[src/rtl/seq_shift_unit.sv]
// Multi-cycle shifter/rotator with valid/ready handshakes on both sides.
// Each SHIFT cycle moves the operand by at most STEP bits until the requested distance is consumed.
module seq_shift_unit #(
    parameter int WIDTH = 16,
    parameter int STEP  = 1,
    parameter int SW_W  = $clog2(WIDTH)
) (
    input  logic             clk,
    input  logic             reset,
    input  logic             in_valid,
    output logic             in_ready,
    input  logic [WIDTH-1:0] in_a,
    input  logic [SW_W-1:0]  in_shamt,
    input  logic [2:0]       in_op,
    output logic             out_valid,
    input  logic             out_ready,
    output logic [WIDTH-1:0] out_y,
    output logic             out_err,
    output logic             busy
);
    typedef enum logic [1:0] {IDLE, SHIFT, DONE} state_t;

    localparam logic [2:0] OP_SLL  = 3'b000;
    localparam logic [2:0] OP_SRL  = 3'b001;
    localparam logic [2:0] OP_PASS = 3'b010;
    localparam logic [2:0] OP_SRA  = 3'b011;
    localparam logic [2:0] OP_ROL  = 3'b100;
    localparam logic [2:0] OP_ROR  = 3'b101;

    // One extra bit so STEP == WIDTH is representable in the comparison.
    localparam logic [SW_W:0] STEP_W = (SW_W+1)'(STEP);

    state_t           state_reg;
    logic [WIDTH-1:0] data_reg;
    logic [2:0]       op_reg;
    logic [SW_W-1:0]  rem_reg;
    logic             err_reg;
    logic             in_ready_reg;
    logic             out_valid_reg;
    logic             busy_reg;

    logic [SW_W:0]    step_amt;
    logic [SW_W-1:0]  s_amt;
    logic [SW_W-1:0]  rem_next;
    logic [WIDTH-1:0] rol_bits;
    logic [WIDTH-1:0] ror_bits;
    logic [WIDTH-1:0] step_next;

    always_comb begin
        step_amt = ({1'b0, rem_reg} > STEP_W) ? STEP_W : {1'b0, rem_reg};
        s_amt    = step_amt[SW_W-1:0];
        rem_next = rem_reg - s_amt;
    end

    // Rotations index modulo WIDTH, which the SW_W-bit wraparound gives for free.
    genvar gi;
    generate
        for (gi = 0; gi < WIDTH; gi++) begin : g_rot
            assign rol_bits[gi] = data_reg[SW_W'(gi) - s_amt];
            assign ror_bits[gi] = data_reg[SW_W'(gi) + s_amt];
        end
    endgenerate

    always_comb begin
        step_next = data_reg;
        case (op_reg)
            OP_SLL:  step_next = data_reg << s_amt;
            OP_SRL:  step_next = data_reg >> s_amt;
            OP_SRA:  step_next = $unsigned($signed(data_reg) >>> s_amt);
            OP_ROL:  step_next = rol_bits;
            OP_ROR:  step_next = ror_bits;
            default: step_next = data_reg;
        endcase
    end

    always_ff @(posedge clk) begin
        if (reset) begin
            state_reg     <= IDLE;
            data_reg      <= '0;
            op_reg        <= OP_SLL;
            rem_reg       <= '0;
            err_reg       <= 1'b0;
            in_ready_reg  <= 1'b1;
            out_valid_reg <= 1'b0;
            busy_reg      <= 1'b0;
        end else begin
            case (state_reg)
                IDLE: begin
                    if (in_valid) begin
                        data_reg     <= in_a;
                        op_reg       <= in_op;
                        err_reg      <= in_op[2] & in_op[1];
                        in_ready_reg <= 1'b0;
                        busy_reg     <= 1'b1;
                        if (in_shamt == '0 || in_op == OP_PASS || (in_op[2] & in_op[1])) begin
                            rem_reg       <= '0;
                            state_reg     <= DONE;
                            out_valid_reg <= 1'b1;
                        end else begin
                            rem_reg   <= in_shamt;
                            state_reg <= SHIFT;
                        end
                    end
                end
                SHIFT: begin
                    data_reg <= step_next;
                    rem_reg  <= rem_next;
                    if (rem_next == '0) begin
                        state_reg     <= DONE;
                        out_valid_reg <= 1'b1;
                    end
                end
                DONE: begin
                    if (out_ready) begin
                        state_reg     <= IDLE;
                        out_valid_reg <= 1'b0;
                        busy_reg      <= 1'b0;
                        in_ready_reg  <= 1'b1;
                    end
                end
                default: begin
                    state_reg     <= IDLE;
                    in_ready_reg  <= 1'b1;
                    out_valid_reg <= 1'b0;
                    busy_reg      <= 1'b0;
                end
            endcase
        end
    end

    assign in_ready  = in_ready_reg;
    assign out_valid = out_valid_reg;
    assign busy      = busy_reg;
    assign out_y     = data_reg;
    assign out_err   = err_reg;
endmodule

[config.mk]
export PLATFORM = sky130hd
export DESIGN_NAME = seq_shift_unit
export DESIGN_NICKNAME = d
export VERILOG_FILES = /design/src/rtl/seq_shift_unit.sv
export SDC_FILE = /design/constraint.sdc
export NUM_CORES = 1
export LEC_CHECK = 0
export ABC_AREA = 1
export ABC_CLOCK_PERIOD_IN_PS = 2700
export BUFFER_PORTS_ARGS = -buffer_cell sky130_fd_sc_hd__buf_2
export CAP_MARGIN = 20
export CELL_PAD_IN_SITES_DETAIL_PLACEMENT = 1
export CELL_PAD_IN_SITES_GLOBAL_PLACEMENT = 1
export CORE_MARGIN = 1.5
export CORE_UTILIZATION = 29
export DETAILED_ROUTE_END_ITERATION = 12
export PLACE_DENSITY = 0.72
export RECOVER_POWER = 25
export SYNTH_ARGS = -nofsm -noshare
export SYNTH_HDL_FRONTEND = slang
export SYNTH_SLANG_ARGS = --single-unit
[constraint.sdc]
create_clock -name clk -period 2.7 [get_ports clk]
set_clock_uncertainty 0.15 [all_clocks]
set_input_delay 0.27 -clock clk [delete_from_list [all_inputs] [get_ports clk]]
set_output_delay 0.27 -clock clk [all_outputs]
set_load 0.02 [all_outputs]
==> metrics.md, run 1 <==
| Metric | Value |
|---|---|
| Post-synthesis sequential area ratio | `17.89%` |
| Drt first-iter violations | `261` |
| Syn avg cell area | `about 5.7 µm²` |
| Total GRT Usage | `23.92%` |
| Setup WS pre-CTS | `0.3552 ns` |
| WP data required | `2.73 ns` |
| GP Congestion | `0.9378` |
| Max FFs per register | `16` |
| Static leakage | `about 1.9 nW` |
| Worst-Margin Slew | `0.5542 ns` |
| Buffers on Ports | `46` |
| Via-to-Cell Ratio | `approximately 5.3` |
| Initial antenna violation count | `0` |
| Critical path data arrival time | `2.40 ns` |
| Layout cells sized above 1 | `13.83%` |
| Worst setup SP type | `flip-flop` |
| WP buf/inv | `1` |
| Io pins | `47` |
| Die Wd | `108.8 µm` |
| Fin crit share | `around 88%` |
| TritonCTS clock tree | `done` |
| Critical path, cell by cell | `nor2_4 -> nand2_4 -> ha_1 -> clkinv_1 -> nand3_1 -> nand2_1 -> nand2_1 -> nand3_1 -> nand3_1 -> nand3_1 -> nand2_1 -> a21oi_2` |
| #FFs+latches synth | `29` |
| Netlist cell types | `33` |
| Class of the worst hold path | `input port to flip-flop` |
| Cells after synthesis | `around 570` |
| Most common cell after layout, fill and taps aside | `nand3_1` |
| Post-Place Cell Area | `3675 µm²` |
| Root Buffer | `clkbuf_8` |
| DRC errors left | `0` |
| MaxCap Viol Count | `0` |
| PnR worst setup slack | `0.3361 ns` |
| Commonest cells after routing, fill and taps aside | `nand3_1 (151), nand2_1 (135), inv_1 (78)` |
| Crit Reg-Reg Endpoint | `out_y[2]` |
| RSZ-0062 raised after global routing | `false` |
| Die height | `108.8 µm` |
| Reg2Reg Depth | `12` |
| Worst reg-to-reg setup slack | `roughly 0.34 ns` |
| Ys Warns | `0` |
| Crit path largest cell delay | `~0.45 ns` |
| Async S/R FF share, synth | `0%` |
| EDFF count, synth | `0` |
| Crit path kind | `flip-flop to flip-flop` |
| Min Hold Slack | `0.09725 ns` |
| Largest net degree at the start of global routing | `24` |
| Area Growth Syn to Fin | `16.54%` |
| Worst Hold Depth | `3` |
| Row cnt | `38` |
| Top cell family by delay on the critical path | `simple AND/OR/NAND/NOR gates` |
| Vias | `4101` |
| Nets | `~670` |
| Post-CTS Setup Inserts | `0` |
| CP max-delay cell | `clkinv_1` |
| Fill cells | `1514` |
| Min Tclk post-route | `2.364 ns` |
| Vias in the first global route | `4217` |
| Final setup viols | `0` |
| IR drop worst, VDD | `approximately 0.00055 V` |
| Top_reg_cell synth | `dfxtp_1` |
| First drt pass iteration count | `5` |
| Hold buffers post-CTS | `0` |
| Post-route setup TNS | `0 ns` |
| Run status | `finished, final reports clean` |
| Placeable Area | `10890 µm²` |
| Min-Delay Endpoint | `rem_reg[0]` |
| Worst-path clk slew | `0.07 ns` |
| Mapped cell area | `3244 µm²` |
| CP endpoint kind | `flip-flop` |
| Relative slew slack | `62.83%` |
| Overflow after GRT | `0` |
| Avg WL per Cell | `17.55 µm` |
| Post-DRT Antenna Nets | `0` |
| Worst r2r src | `rem_reg[0]` |
| CTS resizes | `0` |
| Starting Density | `29.80%` |
| First-pass GRT wire length | `approximately 22000 µm` |
| CP dominant cell by count | `nand3_1` |
| Endpoints failing hold | `0` |
| Worst Path Max Fanout | `17` |
| PD cells | `1367 nW/µm²` |
| Max Fclk | `around 420 MHz` |
| Clock tree buffer depth | `2` |
| Hold Path Origin | `in_shamt[0]` |
| HPWL Detailed | `10720 µm` |
| Die area | `roughly 12000 µm²` |
| Pins over their slew limit | `0` |
| Final wirelength | `13500 µm` |
| CTS H-Tree Depth | `2` |
| Total CTS buffers | `5` |
| Final Cell Area | `3781 µm²` |
| # diodes | `0` |
| Clock sinks | `29` |
| Skew-Pair Late Insertion Delay | `0.30 ns` |
area by class of cell:
type                            count  area (µm²)  area share (%)
Tap cell                          140       175.2           4.633
Sequential cell                    29       580.6           15.35
Timing Repair Buffer               60       324.1           8.570
Clock buffer                        6       82.58           2.184
Multi-Input combinational cell    452        2281           60.32
Inverter                           80       300.3           7.942
Clock inverter                      2       37.54          0.9927
worst max-delay path by stage:
stage                     end  slack (ns)    startpoint  cells after the start
finish               out_y[2]        0.34    rem_reg[0]                     12
global route         out_y[1]        0.16    rem_reg[0]                     12
CTS                  out_y[2]        0.33    rem_reg[0]                     12
detailed placement   out_y[2]        0.36    rem_reg[0]                     12
global placement    out_y[14]        0.50  state_reg[1]                     10
floorplan           out_y[10]        0.29    rem_reg[0]                     14
worst min-delay path: stages:
cell,delay (ns)
buf_2,0.11
nand2_1,0.06
a21oi_1,0.06
through the flow:
| step | power [mW] | util [%] | cells |
|---|---|---|---|
| after global routing | 5.624 | 34.73 | 769 |
| after CTS | 5.051 | 34.85 | 769 |
| after floorplan | 3.545 | - | 585 |
| final | 5.170 | 34.73 | 769 |
| after global placement | 4.415 | 33.75 | 761 |
| after detailed placement | 4.525 | 33.75 | 761 |
kinds of logic after synthesis:
| group | synth area share, % |
|---|---|
| buffers and inverters | 13.34 |
| adders and majority gates | 3.857 |
| AOI/OAI and AO/OA | 15.43 |
| other | 0.2315 |
| and+or+nand+nor | 49.25 |
| DFF | 17.89 |
Yosys cell counts (2+ instances only):
cell      instances  area, µm²
nand3_1         151      755.7
nand2_1         134      503.0
inv_1            78      292.8
a21oi_1          42      210.2
dfxtp_1          29      580.6
o21ai_0          25      125.1
nor2_1           21      78.83
clkbuf_1         11      41.29
ha_1             10      125.1
nand2_4           9      101.4
buf_2             8      40.04
o21ai_1           8      40.04
a21oi_2           6      52.55
nand2_2           6      37.54
nand3_2           5      50.05
nand3b_1          4      30.03
a31oi_1           3      18.77
o211ai_1          3      22.52
buf_4             2      15.01
conb_1            2      7.510
nor2_4            2      22.52
power by group:
group          internal [mW]  leakage, nW  switching (mW)
logic                   1.15         1.62            2.78
registers              0.573        0.240           0.161
clock network          0.300       0.0574           0.206
per-layer routing:
layer / global-route usage (%) / routed length [µm]
met1: 29.95 / 6059
met4: 9.023 / 390
met5: 0 / 0
met3: 2.391 / 524
met2: 42.14 / 6522
Power figures use the tool's default switching activity.
==> inputs of run 2 (changes only) <==
BUFFER_PORTS_ARGS = unset   (was -buffer_cell sky130_fd_sc_hd__buf_2)
DONT_BUFFER_PORTS = 1   (was unset)
PLACE_DENSITY = 0.66   (was 0.72)
==> metrics.md, run 2 (same netlist as run 1, synthesis figures left out) <==
| Metric | Value |
|---|---|
| Hold buffers post-CTS | `6 (+6)` |
| Crit path kind | `flip-flop to flip-flop` |
| IR drop worst, VDD | `0.0006463 V (+18%)` |
| Total GRT Usage | `23.93% (about the same)` |
| Area of the multi-input gates | `2283 µm² (+0.11%)` |
| Fill cells | `1488 (-1.7%)` |
| Static leakage | `1.781 nW (-7.3%)` |
| Clock sinks | `29 (unchanged)` |
| Vias | `3924 (-4.3%)` |
| Total CTS buffers | `5 (unchanged)` |
| Post-CTS Setup Inserts | `0 (unchanged)` |
| MaxCap Viol Count | `0 (unchanged)` |
| Clock network power share | `9.7% (about the same)` |
| Die Wd | `108.8 µm (unchanged)` |
| Buffers on Ports | `0 (-100%)` |
| Initial antenna violation count | `0 (unchanged)` |
| Row cnt | `38 (unchanged)` |
| Die height | `108.8 µm (unchanged)` |
| Starting Density | `29.80% (unchanged)` |
| Worst-path clk slew | `0.07 ns (about the same)` |
| Critical path data arrival time | `2.44 ns (+0.04 ns)` |
| Final setup viols | `0 (unchanged)` |
| CTS resizes | `0 (unchanged)` |
| RSZ-0062 raised after global routing | `false` |
| Most common cell after layout, fill and taps aside | `nand3_1` |
| PD cells | `1407 nW/µm² (+2.9%)` |
| Reg area | `580.6 µm² (unchanged)` |
| Relative slew slack | `58.75% (-4.1 points)` |
| Max Fclk | `416.0 MHz (-1.7%)` |
| Clock tree buffer depth | `2 (unchanged)` |
| # diodes | `0 (unchanged)` |
| GP Congestion | `0.9141 (-2.5%)` |
| Run status | `finished, final reports clean` |
| Comb power frac | `73.0% (-3.0 points)` |
| Skew-Pair Late Insertion Delay | `0.30 ns (about the same)` |
| Sw Share | `61.49% (+0.68 points)` |
| Max FFs per register | `16 (unchanged)` |
| Layout cells sized above 1 | `8.489% (-5.3 points)` |
| Root Buffer | `clkbuf_8` |
| Hold Path Origin | `in_a[15]` |
| Area Growth Syn to Fin | `11.61%` |
| Worst-Margin Slew | `0.6123 ns (+0.05816 ns)` |
| DRC errors left | `0 (unchanged)` |
| Post-route setup TNS | `0 ns (unchanged)` |
| Worst Path Max Fanout | `21 (+4)` |
| First drt pass iteration count | `5 (unchanged)` |
| Seq pwr share | `17.3% (+3.1 points)` |
| Commonest cells after routing, fill and taps aside | `nand3_1 (151), nand2_1 (134), inv_1 (78)` |
| Nets | `625 (-6.0%)` |
| Largest net degree at the start of global routing | `24 (unchanged)` |
| TritonCTS clock tree | `done` |
| First-pass GRT wire length | `21410 µm (-0.74%)` |
| Avg WL per Cell | `18.67 µm (+6.4%)` |
| Min Tclk post-route | `2.404 ns (+0.04012 ns)` |
| Overflow after GRT | `0 (unchanged)` |
| Net Sw Power | `3.134 mW (-0.34%)` |
| CTS H-Tree Depth | `2 (unchanged)` |
| Fin crit share | `89.04% (+1.5 points)` |
| Crit path from | `rem_reg[0]` |
| Placeable Area | `10890 µm² (unchanged)` |
| Pins over their slew limit | `0 (unchanged)` |
| Internal power | `1.962 mW (-3.1%)` |
| Final wirelength | `13610 µm (+0.83%)` |
| Endpoints failing hold | `0 (unchanged)` |
| HPWL Detailed | `10670 µm (-0.41%)` |
| Worst setup SP type | `flip-flop` |
| Via-to-Cell Ratio | `5.383 (+0.93%)` |
| CP endpoint kind | `flip-flop` |
| Total power | `5.096 mW (-1.4%)` |
| WP data required | `2.74 ns (about the same)` |
| Drt first-iter violations | `256 (-1.9%)` |
| Die area | `11830 µm² (unchanged)` |
| Post-DRT Antenna Nets | `0 (unchanged)` |
| Worst r2r src | `rem_reg[0]` |
| Vias in the first global route | `3986 (-5.5%)` |
| Io pins | `47 (unchanged)` |
| Class of the worst hold path | `input port to flip-flop` |
run 2: cell type report:
type	count	area share [%]
clock buffers	7	2.384
clock inverters	1	0.8293
inverters	80	8.293
multi-input cells	452	63.06
well taps	140	4.838
flip-flops and latches	29	16.03
repair buffers	20	4.561
run 2: power groups by stage:
stage / Combinational, mW / Sequential, mW / Clock, mW
detailed placement: 3.58 / 0.893 / 0
floorplan: 2.73 / 0.814 / 0
global route: 4.14 / 0.903 / 0.516
global placement: 3.51 / 0.887 / 0
CTS: 3.61 / 0.883 / 0.507
finish: 3.72 / 0.881 / 0.494
run 2: routing by layer:
layer	track usage, %	vias up	routed length (µm)
li1	-	1910	-
met2	42.05	126	6574
met3	4.423	25	790
met5	0	-	0
met1	28.88	1863	5893
met4	8.835	0	350
run 2: critical path, cell delays in order, from the launching register on:
cell     delay [ns]
dfxtp_1        0.42
nor2_4         0.07
nand2_4        0.11
buf_4          0.33
inv_1          0.12
ha_1           0.23
inv_1          0.26
nand3_1        0.13
nand2_1        0.10
nand2_1        0.06
nand3_1        0.09
nand3_1        0.08
nand2_1        0.09
a21oi_2        0.05
run 2: path summary, 6_finish.rpt:
check / end / slack [ns] / depth (start not counted)
worst max-delay path: out_y[7] / 0.30 / 13
worst min-delay path: out_y[15] / 0.02 / 2
worst max register to register: out_y[7] / 0.30 / 13
worst min register to register: op_reg[2] / 0.34 / 2
run 2: through the flow:
step	worst slack (ns)	hold WS, ns	cell area [µm²]	utilization, %	cells
floorplan	0.2933	0.2629	3297	-	585
global placement	0.4133	0.1852	3445	31.64	715
detailed placement	0.3202	0.1884	3445	31.64	715
CTS	0.3109	0.01045	3621	33.26	729
global route	0.1272	0.02749	3621	33.26	729
finish	0.2960	0.01586	3621	33.26	729
